**src/rtl/opb_register_bank_ppc2simulink.sv**
```systemverilog
// OPB slave register bank: C_NUM_REGS software-written 32-bit control
// registers for Simulink user logic. Each register has an OPB-visible shadow
// copy and a user-visible active copy. In immediate mode a write lands in both
// at once; in sync mode writes collect in the shadow and move to the active
// copy together on a user_sync pulse. Pulse-masked registers self-clear one
// cycle after they are loaded.
module opb_register_bank_ppc2simulink #(
   parameter logic [31:0]           C_BASEADDR   = 32'h0100E200,
   parameter logic [31:0]           C_HIGHADDR   = 32'h0100E2FF,
   parameter int                    C_OPB_AWIDTH = 32,
   parameter int                    C_OPB_DWIDTH = 32,
   parameter int                    C_NUM_REGS   = 4,
   parameter int                    C_SYNC_MODE  = 0,
   parameter logic [C_NUM_REGS-1:0] C_PULSE_MASK = '0,
   parameter logic [31:0]           C_RESET_VAL  = '0,
   parameter                        C_FAMILY     = "virtex6"
) (
   input  logic                       OPB_Clk,
   input  logic                       OPB_Rst,
   input  logic [0:C_OPB_AWIDTH-1]    OPB_ABus,
   input  logic [0:3]                 OPB_BE,
   input  logic [0:C_OPB_DWIDTH-1]    OPB_DBus,
   input  logic                       OPB_RNW,
   input  logic                       OPB_select,
   input  logic                       OPB_seqAddr,
   output logic [0:C_OPB_DWIDTH-1]    Sl_DBus,
   output logic                       Sl_errAck,
   output logic                       Sl_retry,
   output logic                       Sl_toutSup,
   output logic                       Sl_xferAck,
   input  logic                       user_sync,
   output logic [32*C_NUM_REGS-1:0]   user_data_out,
   output logic [C_NUM_REGS-1:0]      user_wr_stb,
   output logic                       commit_pending
);

   localparam int IW = (C_NUM_REGS > 1) ? $clog2(C_NUM_REGS) : 1;

   typedef enum logic [1:0] {
      ST_IDLE,
      ST_ACK,
      ST_WAIT
   } state_t;

   state_t r_state;
   state_t w_state_nxt;

   // Bus decode. Declaring the OPB vectors [0:31] makes DBus[31] the user LSB,
   // so a plain assignment gives user bit i = DBus[31-i] and BE[0] = byte 3.
   logic [31:0]             w_addr;
   logic [31:0]             w_offset;
   logic [31:0]             w_wdata;
   logic [3:0]              w_be;
   logic [31:0]             w_be_mask;
   logic                    w_hit;
   logic                    w_valid;
   logic [IW-1:0]           w_idx;

   // Transfer attributes captured when the hit is accepted.
   logic                    r_rnw;
   logic                    r_valid;
   logic [IW-1:0]           r_idx;

   logic                    w_ack;
   logic                    w_wr;
   logic                    w_commit;
   logic [C_NUM_REGS-1:0]   w_wr_vec;
   logic [C_NUM_REGS-1:0]   w_load_vec;
   logic [C_NUM_REGS-1:0]   w_clr_vec;
   logic [31:0]             w_wr_base;
   logic [31:0]             w_wr_merged;

   logic [C_NUM_REGS-1:0]   r_dirty;
   logic [C_NUM_REGS-1:0]   r_stb;

   logic [C_NUM_REGS-1:0][31:0] w_shadow;
   logic [C_NUM_REGS-1:0][31:0] w_active;

   logic                    w_unused;

   assign w_addr   = OPB_ABus;
   assign w_wdata  = OPB_DBus;
   assign w_be     = OPB_BE;
   assign w_hit    = OPB_select && (w_addr >= C_BASEADDR) && (w_addr <= C_HIGHADDR);
   assign w_offset = w_addr - C_BASEADDR;
   assign w_valid  = (w_offset[31:2] < 30'(C_NUM_REGS));
   assign w_idx    = w_offset[IW+1:2];

   // Sequential-burst hint, low address bits and family name carry no meaning here.
   assign w_unused = ^{OPB_seqAddr, w_offset[1:0], C_FAMILY};

   // Expand byte enables into a bit mask over the user-ordered word.
   always_comb begin
      // NOTE: every combinational output gets a default first so no path
      // leaves it unassigned, which would otherwise infer a latch.
      w_be_mask = '0;
      for (int b = 0; b < 4; b++) begin
         w_be_mask[8*b +: 8] = {8{w_be[b]}};
      end
   end

   // Handshake state register and captured transfer attributes.
   always_ff @(posedge OPB_Clk or posedge OPB_Rst) begin
      if (OPB_Rst) begin
         r_state <= ST_IDLE;
         r_rnw   <= 1'b0;
         r_valid <= 1'b0;
         r_idx   <= '0;
      end else begin
         // NOTE: non-blocking assignments make every flop sample pre-edge
         // values, so register order inside the block does not matter.
         r_state <= w_state_nxt;
         if (r_state == ST_IDLE && w_hit) begin
            r_rnw   <= OPB_RNW;
            r_valid <= w_valid;
            r_idx   <= w_idx;
         end
      end
   end

   // Next state: one ack per select; WAIT holds until the master drops select.
   always_comb begin
      w_state_nxt = r_state;
      case (r_state)
         ST_IDLE: if (w_hit)       w_state_nxt = ST_ACK;
         ST_ACK:                   w_state_nxt = ST_WAIT;
         ST_WAIT: if (!OPB_select) w_state_nxt = ST_IDLE;
         default:                  w_state_nxt = ST_IDLE;
      endcase
   end

   assign w_ack      = (r_state == ST_ACK);
   assign w_wr       = w_ack && !r_rnw && r_valid;
   assign Sl_xferAck = w_ack;
   assign Sl_errAck  = w_ack && !r_valid;
   assign Sl_retry   = 1'b0;
   assign Sl_toutSup = 1'b0;

   // Read mux: shadow contents (uncommitted data included), zero otherwise.
   always_comb begin
      Sl_DBus = '0;
      if (w_ack && r_rnw && r_valid) begin
         Sl_DBus = w_shadow[r_idx];
      end
   end

   // Per-register write, load and self-clear decisions.
   always_comb begin
      w_wr_vec = '0;
      if (w_wr) begin
         w_wr_vec[r_idx] = 1'b1;
      end
      w_commit   = (C_SYNC_MODE != 0) && user_sync && (|r_dirty);
      w_load_vec = (C_SYNC_MODE != 0) ? (w_commit ? r_dirty : '0) : w_wr_vec;
      w_clr_vec  = C_PULSE_MASK & r_stb;
      // A write landing on a register that is self-clearing this cycle merges
      // onto zero, so the unwritten bytes do not resurrect the old pulse.
      w_wr_base   = w_clr_vec[r_idx] ? 32'h0 : w_shadow[r_idx];
      w_wr_merged = (w_wr_base & ~w_be_mask) | (w_wdata & w_be_mask);
   end

   // Dirty tracking and update strobes. A commit clears what it moved; a write
   // in the same cycle re-marks its register for the next sync.
   always_ff @(posedge OPB_Clk or posedge OPB_Rst) begin
      if (OPB_Rst) begin
         r_dirty <= '0;
         r_stb   <= '0;
      end else begin
         r_dirty <= (C_SYNC_MODE != 0) ? ((r_dirty & ~w_load_vec) | w_wr_vec) : '0;
         r_stb   <= w_load_vec;
      end
   end

   for (genvar k = 0; k < C_NUM_REGS; k++) begin : g_reg
      logic [31:0] r_shadow;
      logic [31:0] r_active;

      // Shadow takes bus writes; active takes the shadow on load; pulse bits clear both.
      always_ff @(posedge OPB_Clk or posedge OPB_Rst) begin
         if (OPB_Rst) begin
            // NOTE: the register file is small and its contents are visible to
            // user logic, so every entry is reset rather than left undefined.
            r_shadow <= C_RESET_VAL;
            r_active <= C_RESET_VAL;
         end else begin
            if (w_wr_vec[k]) begin
               r_shadow <= w_wr_merged;
            end else if (w_clr_vec[k]) begin
               r_shadow <= '0;
            end
            if (w_load_vec[k]) begin
               r_active <= (C_SYNC_MODE != 0) ? r_shadow : w_wr_merged;
            end else if (w_clr_vec[k]) begin
               r_active <= '0;
            end
         end
      end

      assign w_shadow[k] = r_shadow;
      assign w_active[k] = r_active;
   end

   assign user_data_out  = w_active;
   assign user_wr_stb    = r_stb;
   assign commit_pending = |r_dirty;

endmodule

```
**config.mk**
```make
export PLATFORM = sky130hd
export DESIGN_NAME = opb_register_bank_ppc2simulink
export DESIGN_NICKNAME = d
export VERILOG_FILES = /design/src/rtl/opb_register_bank_ppc2simulink.sv
export SDC_FILE = /design/constraint.sdc
export NUM_CORES = 1
export LEC_CHECK = 0
export ABC_AREA = 1
export CAP_MARGIN = 15
export CORE_ASPECT_RATIO = 0.7
export CORE_MARGIN = 1
export CORE_UTILIZATION = 45
export DETAILED_ROUTE_END_ITERATION = 7
export GPL_ROUTABILITY_DRIVEN = 0
export PLACE_DENSITY = 0.81
export SLEW_MARGIN = 20
export SYNTH_ARGS = -nofsm -noshare
export SYNTH_HDL_FRONTEND = slang
export SYNTH_SLANG_ARGS = --single-unit
```
**constraint.sdc**
```tcl
create_clock -name OPB_Clk -period 11.4 [get_ports OPB_Clk]
set_input_delay 2.28 -clock OPB_Clk [delete_from_list [all_inputs] [get_ports OPB_Clk]]
set_output_delay 2.28 -clock OPB_Clk [all_outputs]
set_load 0.01 [all_outputs]
```
# ---- Yosys cells after proc, flatten, opt, wreduce, memory -nomap -nowiden
# Cells that the tools add are included.
dict set report word_totals {
  reg_bits 138
  latch_bits 0
  ram_bits 0
  mem_bits_ro 0
  inputBits 74
  output_inout_bits 169
  wordCells 48
  mem_count 0
}
dict set report op_classes {
  add_sub_neg 1
  multipliers 0
  div_mod_pow 0
  n_lt_le_gt_ge 5
  eq_ne 4
  shift 0
  n_mux 12
  bitwise 4
  n_reduce_logical 13
}
# op count
set op_table {}
lappend op_table {{32-bit two-way mux} 3}
lappend op_table {{32-bit bitwise AND} 2}
lappend op_table {{32-bit binary-select mux with 2-bit select} 1}
lappend op_table {{32-bit by 25-bit >= comparator with 1-bit output, second input constant} 1}
lappend op_table {{32-bit by 25-bit less-or-equal comparator with 1-bit output, second input constant} 1}
lappend op_table {{32-bit NOT} 1}
lappend op_table {{32-bit bitwise OR} 1}
lappend op_table {{32-bit by 25-bit subtractor with 32-bit output, second input constant} 1}
lappend op_table {{30-bit by 3-bit < comparator with 1-bit output, second input constant} 1}
lappend op_table {{1-bit logical AND} 9}
lappend op_table {{2-bit case mux with 3 select lines} 1}
lappend op_table {{2-bit two-way mux} 2}
lappend op_table {{4-bit two-way mux} 1}
lappend op_table {{2-bit != test, second input constant} 2}
lappend op_table {{2-bit by 3-bit < comparator with 1-bit output, second input constant} 1}
lappend op_table {{1-bit binary-select mux with 2-bit select} 1}
lappend op_table {{1-bit demux with 2-bit select} 1}
lappend op_table {{2-bit by 1-bit equality test with 1-bit output, second input constant} 1}
lappend op_table {{2-bit equality test, second input constant} 1}
lappend op_table {{2-bit by 1-bit >= comparator with 1-bit output, second input constant} 1}
lappend op_table {{1-bit zero test} 2}
lappend op_table {{2-bit zero test} 1}
lappend op_table {{1-bit two-way mux} 2}
lappend op_table {{2-bit AND reduction} 1}

# ---- Depth between registers and ports, before layout
# Gate-level depths: netlist (run 1).
dict set report depth {
  word_depth 5
  depth_mapped 11
  ltp_nobuf 11
}

# ---- Worst setup path before layout (run 1)
# OpenSTA, ideal clock, no wires.
dict set report synth_path {
  path_type {register to output}
  from {reg r_state[1]}
  to {out Sl_DBus[10] (netlist name)}
  t_arrival_ns 1.217
  required_ns 9.120
  slack_ns 7.903
  stages_incl_launch_ff 5
  path_cell_list {dfrtp_1 -> nor2_2 -> nand3_1 -> clkbuf_1 -> a31oi_1}
}
dict set report synth_between {
  elab_chain_len 4
}
# item line
set synth_rtl {}
lappend synth_rtl {{from (decl)} 45} ;# state_t r_state;
lappend synth_rtl {{from (signal assigned)} 112} ;# r_state <= w_state_nxt;
lappend synth_rtl {{2-bit by 1-bit equality test with 1-bit output} 132} ;# assign w_ack = (r_state == ST_ACK);
lappend synth_rtl {{via Sl_xferAck} 30} ;# output logic Sl_xferAck,
lappend synth_rtl {{1-bit logical AND (2 in series)} 142} ;# if (w_ack && r_rnw && r_valid) begin
lappend synth_rtl {{32-bit two-way mux} 142}
lappend synth_rtl {{to (decl)} 26} ;# output logic [0:C_OPB_DWIDTH-1] Sl_DBus,
# The timed path passes the listed nets, and every way through them passes these cells.

# ---- Worst setup path in the final report (run 1)
dict set report layout_path {
  from {reg r_idx[0]}
  to {out Sl_DBus[19] (netlist name)}
}
dict set report layout_between {
  elab_chain_len 3
}
# item line
set layout_rtl {}
lappend layout_rtl {{from (decl)} 62} ;# logic [IW-1:0] r_idx;
lappend layout_rtl {{from (signal assigned)} 116} ;# r_idx <= w_idx;
lappend layout_rtl {{32-bit binary-select mux with 2-bit select} 143} ;# Sl_DBus = w_shadow[r_idx];
lappend layout_rtl {{32-bit two-way mux (not written as such)} 143}
lappend layout_rtl {{32-bit two-way mux} 142}
# No other way between the ends. The select of a mux whose other input is x is not followed.

==> impl_metrics.ini, run 1 <==
[status]
status = complete, no violations

[hold_path]
hold-path-cell-count = 3
hold_end = r_state[1]
min_path_type = reg -> reg
hold_start = r_state[0]

[detailed_routing]
vias = 6653
first_pass_iters = 5
drc = 0
wl_um = 21500
routedWlPerCell_um = 18.0
drt_iter0_markers = 435
vias_per_cell = 5.57
ant_nets = 0

[cts]
cts_root_buffer = clkbuf_16
post_cts_resized = 0
cts_tree = built
cts.sink_count = 138
postCtsSetupBuffers = 0
clockBufferDepth = 2
cts.clk_slew.worst_paths_ps = 60
numCtsBuffers = 17
clock_latency_ps = 400
htree_levels = 4
cts_hold_buf = 0

[floorplanning]
die_w_um = 147
rows = 36
die_h_um = 103
ios = 243
start_util_pct = 46.8
dieArea_um2 = 15200
core_area_um2 = 14100

[layout]
finish.utilization_pct = 68.3
final_nets = 1068
area_delta_synth_final_pct = 46.0
final_layout_size_suffix_gt1_share_pct = 8.36
final_cell_area_um2 = 9660
insertedDiodeCount = 0
stdcell_count = 1195

[critical_path]
r2r_cells = 8
path_class = reg -> out
r2r-end = g_reg[1].r_shadow[4]
critPathLaunchType = register
r2r_setup_slack_ps = 8850
cp.required_ps = 9120
cp_max_fo = 32
critPathCaptureType = output pin
startpoint = r_idx[0]
r2r_start = r_state[1]
worstPathArrival_ps = 3080

[timing]
hold_viol = 0
fin_crit_sh_pct = 47.0
max-slew-margin-rel_pct = 29.5
min_period_ps = 5360
rsz0062_at_grt = no
report.final.slew_viol_count = 0
worst_pin_slew_ps = 1050
fin_skew_ps = 9.94
setup_violations = 0
tns_ps = 0
max_freq_ghz = 0.187

[pwr]
ir_drop_mv = 0.107
power_w = 0.00111
power_leakage_nw = 3.83
powerDensity_nw_per_um2 = 115

[place]
dp_cells = 1163
hpwl_um = 14400
dpl-instance-area_um2 = 9050
port_buffers = 235

[grt]
grt_antenna_before_repair = 0
grt_pass1_vias = 6455
grt_pass1_wl_um = 33600
grt_usage_pct = 28.7
overflow = 0
grt_max_degree = 71

[synth]
yosysWarnings = 0
synth_area_per_cell_um2 = 8.49
yosys.area.top_type = dfrtp_1
synth_top_area_share_pct = 52.2
synth_area_leaders = dfrtp_1 (52%), a21oi_1 (9.8%), nor2_1 (9.0%), nand2_1 (6.3%), o21ai_2 (3.7%)
synthesis.area_um2 = 6620
yosysUniqueCellTypes = 26
ys_seq_area_share_pct = 52.2
netlist_instances = 780
ys_seq_elements = 138

[job]
cap_violations = 0
area by class of cell:
class	instances	area (um2)
Sequential cell	138	3450
Fill cell	1160	4480
Inverter	29	114
Clock inverter	13	170
Tap cell	190	238
Timing Repair Buffer	242	2420
Multi-Input combinational cell	565	2840
Clock buffer	18	429
stage by stage:
stage          setup slack [ps]  hold slack [ps]
2_1_floorplan              5420              491
3_3_place_gp               6580              526
3_5_place_dp               6520              529
4_1_cts                    6080              536
5_1_grt                    5900              565
6_report                   6040              534
power breakdown:
part,internal [W],switching (W)
Sequential,0.000490,0.0000000172
Combinational,0.0000286,0.0000349
Clock,0.000346,0.000213
logic make-up after synthesis:
family,Yosys count,share of synthesized area (%)
AOI/OAI and AO/OA,229,20.8
adders and majority gates,1,0.189
buffers and inverters,79,5.76
DFF,138,52.2
other,1,0.0566
and+or+nand+nor,332,21.1
how the worst max path moves through the flow:
stage                                 to  slack (ps)  cells after the start
finish                       Sl_DBus[19]        6040                      5
global route                 Sl_DBus[19]        5900                      5
CTS                          Sl_DBus[19]        6080                      5
detailed placement           Sl_DBus[19]        6520                      5
global placement             Sl_DBus[16]        6580                      5
floorplan           g_reg[0].r_shadow[0]        5420                      1
flip-flops by register name, summed over array words and instances, names as in the netlist:
| name | flops |
|---|---|
| g.r_shadow | 128 |
| user_wr_stb | 4 |
| r_idx | 2 |
| r_state | 2 |
| r_rnw | 1 |
| r_valid | 1 |
critical path, stage by stage, from the launching register on:
cell and delay [ps]:
dfrtp_1 600, inv_2 130, nor2_4 820, a22oi_1 230, a31oi_1 290, clkdlybuf4s50_1 600
cell usage after synthesis:
| master | number |
|---|---|
| buf_2 | 29 |
| clkbuf_1 | 8 |
| a22oi_1 | 31 |
| nor2_2 | 5 |
| nor3_1 | 1 |
| nand2_2 | 1 |
| nand3_1 | 13 |
| conb_1 | 1 |
| a21oi_1 | 129 |
| o21ai_1 | 4 |
| or2_2 | 2 |
| and3_1 | 1 |
| nor2_1 | 159 |
| dfrtp_1 | 138 |
| nand2_1 | 112 |
| inv_1 | 25 |
| o21ai_2 | 28 |
| a22oi_2 | 1 |
| o21ai_0 | 4 |
| nand3b_1 | 1 |
| ha_1 | 1 |
| buf_4 | 13 |
| nor3_2 | 3 |
| nand4_1 | 34 |
| a31oi_1 | 32 |
| inv_2 | 4 |
routing by layer:
metal,part of all wire (%),up-vias,GRT usage (%)
met3,8.9,25,7.06
met4,1.4,0,10.5
met5,0,-,0
li1,-,3123,-
met1,44,3169,39.1
met2,45,336,45.2
layout by cell type (no fill, tap or decap), types with 2 or more instances in the layout:
master,count
clkdlybuf4s50_1,235
nor2_1,158
dfrtp_1,138
a21oi_1,129
nand2_1,112
nand4_1,34
a31oi_1,32
a22oi_1,31
o21ai_2,28
inv_1,24
clkbuf_16,17
nand3_1,12
buf_4,5
inv_2,4
nor2_4,4
o21ai_1,4
o21ai_0,4
nor3_4,3
inv_6,3
conb_1,3
bufinv_16,3
clkinv_4,3
nor2_2,2
or2_2,2
clkinv_2,2
clkinvlp_4,2
buf_8,2
Power figures use the tool's default switching activity.
==> inputs of run 2 (changes only) <==
--- a/config.mk
+++ b/config.mk
@@ -9,10 +9,10 @@
 export CAP_MARGIN = 15
 export CORE_ASPECT_RATIO = 0.7
 export CORE_MARGIN = 1
-export CORE_UTILIZATION = 45
+export CORE_UTILIZATION = 41
 export DETAILED_ROUTE_END_ITERATION = 7
 export GPL_ROUTABILITY_DRIVEN = 0
-export PLACE_DENSITY = 0.81
+export PLACE_DENSITY = 0.78
 export SLEW_MARGIN = 20
 export SYNTH_ARGS = -nofsm -noshare
 export SYNTH_HDL_FRONTEND = slang
==> constraint.sdc (replaced) <==
create_clock -name OPB_Clk -period 4.75 [get_ports OPB_Clk]
set_input_delay 0.95 -clock OPB_Clk [delete_from_list [all_inputs] [get_ports OPB_Clk]]
set_output_delay 0.95 -clock OPB_Clk [all_outputs]
set_load 0.01 [all_outputs]
==> run 2 against run 1 <==
Flip-flop and latch count unchanged. Design area up 0.16%. Sequential share of layout area down 0.055 points. Via count up 1.3%. Non-clock buffer count up 4. Clock power up 130%.
==> impl_metrics.ini, run 2 (same netlist as run 1, synthesis figures left out) <==
[timing]
setup_violations = 0
hold_viol = 0
tns_ps = 0
fin_skew_ps = 9.77
max_freq_ghz = 0.257
report.final.slew_viol_count = 0
max-slew-margin-rel_pct = 29.1
worst_pin_slew_ps = 1060
min_period_ps = 3900
rsz0062_at_grt = no
fin_crit_sh_pct = 82.0

[cts]
numCtsBuffers = 17
cts_tree = built
clock_latency_ps = 400
clockBufferDepth = 2
cts_root_buffer = clkbuf_16
postCtsSetupBuffers = 0
htree_levels = 4
cts_hold_buf = 0
cts.clk_slew.worst_paths_ps = 60
post_cts_resized = 0
cts.sink_count = 138

[critical_path]
r2r_start = r_state[1]
r2r_setup_slack_ps = 2090
worstPathArrival_ps = 2950
cp_max_fo = 32
cp.required_ps = 3800
r2r_cells = 8
r2r-end = g_reg[1].r_shadow[3]
critPathLaunchType = register
critPathCaptureType = output pin
path_class = reg -> out

[detailed_routing]
ant_nets = 0
routedWlPerCell_um = 17.9
vias_per_cell = 5.57
drc = 0
first_pass_iters = 5
vias = 6742
drt_iter0_markers = 552
wl_um = 21700

[hold_path]
hold_end = r_rnw
hold-path-cell-count = 2
hold_start = r_rnw
min_path_type = reg -> reg

[status]
status = complete, no violations

[pwr]
power_leakage_nw = 3.83
ir_drop_mv = 0.243
powerDensity_nw_per_um2 = 268
power_w = 0.00260

[place]
hpwl_um = 14800
port_buffers = 235

[layout]
final_layout_size_suffix_gt1_share_pct = 8.81
largest-register = g.r_shadow
mostFrequentLayoutCells = clkdlybuf4s50_1 (235), nor2_1 (158), dfrtp_1 (138)
largest_reg_flops = 128
insertedDiodeCount = 0
fillers = 1352
layout_commonest_cell = clkdlybuf4s50_1
final_nets = 1072
area_delta_synth_final_pct = 46.2

[floorplanning]
ios = 243
dieArea_um2 = 16700
start_util_pct = 42.3
die_w_um = 154
rows = 38
core_area_um2 = 15600
die_h_um = 108

[grt]
grt_pass1_vias = 6343
grt_max_degree = 95
overflow = 0
grt_usage_pct = 25.9
grt_pass1_wl_um = 33500
grt_antenna_before_repair = 0

[job]
cap_violations = 0
## run 2: cell types whose count changed in the layout (fill, tap and decap cells not counted), sizes merged
| cell | before | now |
|---|---|---|
| bufinv | 3 | 1 |
| buf | 7 | 11 |
| clkinvlp | 2 | 4 |
| inv | 32 | 36 |
| clkinv | 5 | 2 |
## run 2: power by group
| group | total, W | internal, W | leakage, nW | switching (W) |
|---|---|---|---|---|
| logic | 0.000152 | 0.0000690 | 2.31 | 0.0000828 |
| registers | 0.00118 | 0.00118 | 1.25 | 0.0000000410 |
| clock network | 0.00127 | 0.000734 | 0.267 | 0.000536 |
| total | 0.00260 | 0.00198 | 3.83 | 0.000618 |
## run 2: area by class of cell
type / count / area [um2] / area share (%)
Inverter: 29 / 114 / 1.18
Clock inverter: 14 / 138 / 1.42
Timing Repair Buffer: 246 / 2450 / 25.4
Clock buffer: 18 / 429 / 4.43
Tap cell: 200 / 250 / 2.59
Sequential cell: 138 / 3450 / 35.7
Multi-Input combinational cell: 565 / 2840 / 29.3
## run 2: how the worst max path moves through the flow
stage,cells after the start,end,startpoint,slack (ps)
2_1_floorplan,1,g_reg[0].r_shadow[0],OPB_Rst,100
3_3_place_gp,4,Sl_DBus[19],r_idx[0],1360
3_5_place_dp,4,Sl_DBus[19],r_idx[0],1300
4_1_cts,4,Sl_DBus[19],r_idx[0],890
5_1_grt,4,Sl_DBus[19],r_idx[0],760
6_report,4,Sl_DBus[19],r_idx[0],850
## run 2: per-layer routing
metal | part of all wire (%) | wire length [um] | global-route usage [%] | vias to the layer above
li1 | - | - | - | 3130
met1 | 44 | 9600 | 34.9 | 3232
met2 | 45 | 9800 | 41.6 | 345
met3 | 8.7 | 1890 | 6.09 | 35
met4 | 1.7 | 376 | 7.71 | 0
met5 | 0 | 0 | 0 | -
## run 2: through the flow
step                worst slack [ps]  hold WS [ps]  instance area [um2]  util [%]  std cells
finish                           855           553                 9680      61.9       1210
global route                     763           581                 9680      61.9       1210
global placement                1360           529                 9100      58.2       1177
detailed placement              1300           541                 9110      58.3       1178
floorplan                        104           491                 6630         -        782
CTS                              891           554                 9680      61.9       1210
## run 2: critical path: stages (launching register included)
cell and delay (ps):
dfrtp_1 520, nor2_4 880, a22oi_1 250, a31oi_1 290
clkdlybuf4s50_1 590
==> inputs of run 3 (changes only) <==
==> constraint.sdc (replaced) <==
create_clock -name OPB_Clk -period 3.5 [get_ports OPB_Clk]
set_input_delay 0.7 -clock OPB_Clk [delete_from_list [all_inputs] [get_ports OPB_Clk]]
set_output_delay 0.7 -clock OPB_Clk [all_outputs]
set_load 0.01 [all_outputs]
==> run 3 against run 2 <==
Clock power rose by 35%. Core utilization grew 0.55 points. First-iteration DRC count decreased by 2.7%. Critical path type unchanged. Critical endpoint is now Sl_DBus[22].
==> impl_metrics.ini, run 3 (same netlist as run 1, synthesis figures left out) <==
[status]
status = complete, no violations

[critical_path]
critPathMostFrequentCell = nand2_1
slowest_delay_ps = 610
worstPathArrival_ps = 2630
critPathCaptureType = output pin
path_class = reg -> out
cp.required_ps = 2800
r2r_start = r_state[1]
r2r_setup_slack_ps = 1260
slowest_stage = clkdlybuf4s50_1
r2r_cells = 8
r2r-end = g_reg[2].r_shadow[1]
cp_max_fo = 16
crit_family = buffers and inverters
cp_num_buf_inv = 3
path_cells = nand2_1, clkinv_2, buf_4, nand2_1, a31oi_1, clkdlybuf4s50_1
critPathLaunchType = register

[cts]
clock_latency_ps = 410
cts_tree = built
cts.clk_slew.worst_paths_ps = 60
numCtsBuffers = 17
clockBufferDepth = 2
cts_root_buffer = clkbuf_16
cts.sink_count = 138
htree_levels = 4

[floorplanning]
rows = 38
start_util_pct = 42.3
die_h_um = 108
die_w_um = 154
core_area_um2 = 15600
dieArea_um2 = 16700
ios = 243

[hold_path]
hold-path-cell-count = 3
min_path_type = reg -> reg
hold_start = r_state[0]
hold_end = r_state[1]

[timing]
fin_skew_ps = 13.2
rsz0062_at_grt = no
max-slew-margin-rel_pct = 45.5
tns_ps = 0
setup_violations = 0
worst_pin_slew_ps = 815
fin_crit_sh_pct = 95.2
report.final.slew_viol_count = 0
min_period_ps = 3330
max_freq_ghz = 0.300
layout_setup_ws_ps = 170
hold_viol = 0

[place]
dpl-instance-area_um2 = 9200
port_buffers = 235
place_ws_ps = 516
hpwl_um = 15100

[layout]
final_cell_area_um2 = 9770
layout_commonest_cell = clkdlybuf4s50_1
final_layout_size_suffix_gt1_share_pct = 9.44
fillers = 1328
mostFrequentLayoutCells = clkdlybuf4s50_1 (235), nor2_1 (158), dfrtp_1 (137)
insertedDiodeCount = 0
largest-register = g.r_shadow
area_delta_synth_final_pct = 47.5
final_nets = 1079
largest_reg_flops = 128

[pwr]
ir_drop_mv = 0.296
power_w = 0.00352
powerDensity_nw_per_um2 = 361
power_leakage_nw = 3.87

[detailed_routing]
drc = 0
first_pass_iters = 5
vias = 6663
wl_um = 21500
drt_iter0_markers = 537
ant_nets = 0
vias_per_cell = 5.47
routedWlPerCell_um = 17.7

[grt]
grt_pass1_vias = 6490
grt_max_degree = 67
grt_pass1_wl_um = 34800
grt_antenna_before_repair = 0
grt_usage_pct = 27.1
overflow = 0

[job]
cap_violations = 0
==> run 3: cell count changes in the layout (fill, tap and decap cells not counted), sizes merged <==
cell / change
inv: -3
buf: +7
clkinvlp: +1
clkinv: +2
==> run 3: final cells by class <==
cell class | instances | area (um2) | share of cell area, %
multi-input combinational | 565 | 2830 | 29.0
tap | 200 | 250 | 2.56
timing repair buffer | 253 | 2550 | 26.1
clock inverter | 14 | 138 | 1.41
clock buffer | 18 | 429 | 4.39
sequential | 138 | 3450 | 35.4
inverter | 29 | 114 | 1.17
==> run 3: worst max path at each step <==
stage | from | end | slack [ps] | depth (start not counted)
after CTS | r_idx[1] | Sl_DBus[13] | 60 | 6
after global placement | r_idx[1] | Sl_DBus[13] | 560 | 6
final | r_idx[0] | Sl_DBus[22] | 170 | 6
after detailed placement | r_idx[1] | Sl_DBus[13] | 520 | 6
after floorplan | OPB_Rst | g_reg[0].r_shadow[0] | 1080 | 1
after global routing | r_idx[0] | Sl_DBus[8] | 40 | 6
==> run 3: through the flow <==
| stage | cells | hold WS, ps | util, % |
|---|---|---|---|
| global placement | 1185 | 512 | 58.8 |
| finish | 1217 | 528 | 62.4 |
| detailed placement | 1185 | 514 | 58.8 |
| global route | 1217 | 567 | 62.4 |
| CTS | 1217 | 528 | 62.4 |
| floorplan | 782 | 491 | - |
==> run 3: worst min-delay path: cells and delay by family (launching register included) <==
family,cells,cell delay (ps)
flops,1,320
buf+inv,1,60
simple gates,2,120
==> run 3: where the power goes <==
group	switching [W]	total, W	internal (W)
clock	0.000726	0.00172	0.000994
sequential	0.0000000528	0.00160	0.00160
combinational	0.000113	0.000209	0.0000959
==> run 3: per-layer routing <==
metal	vias up	part of all wire, %	wire length [um]	global-route usage, %
met5	-	0	0	0
met4	0	1.3	277	7.21
met3	28	8.9	1920	6.57
met2	357	44	9450	41.6
met1	3133	46	9850	38.3
li1	3145	-	-	-
==> run 3: what timing repair did <==
action,CTS,global route
setup endpoints to repair,0,16
hold buffers,0,0
buffers inserted,0,0
resized for setup,0,2
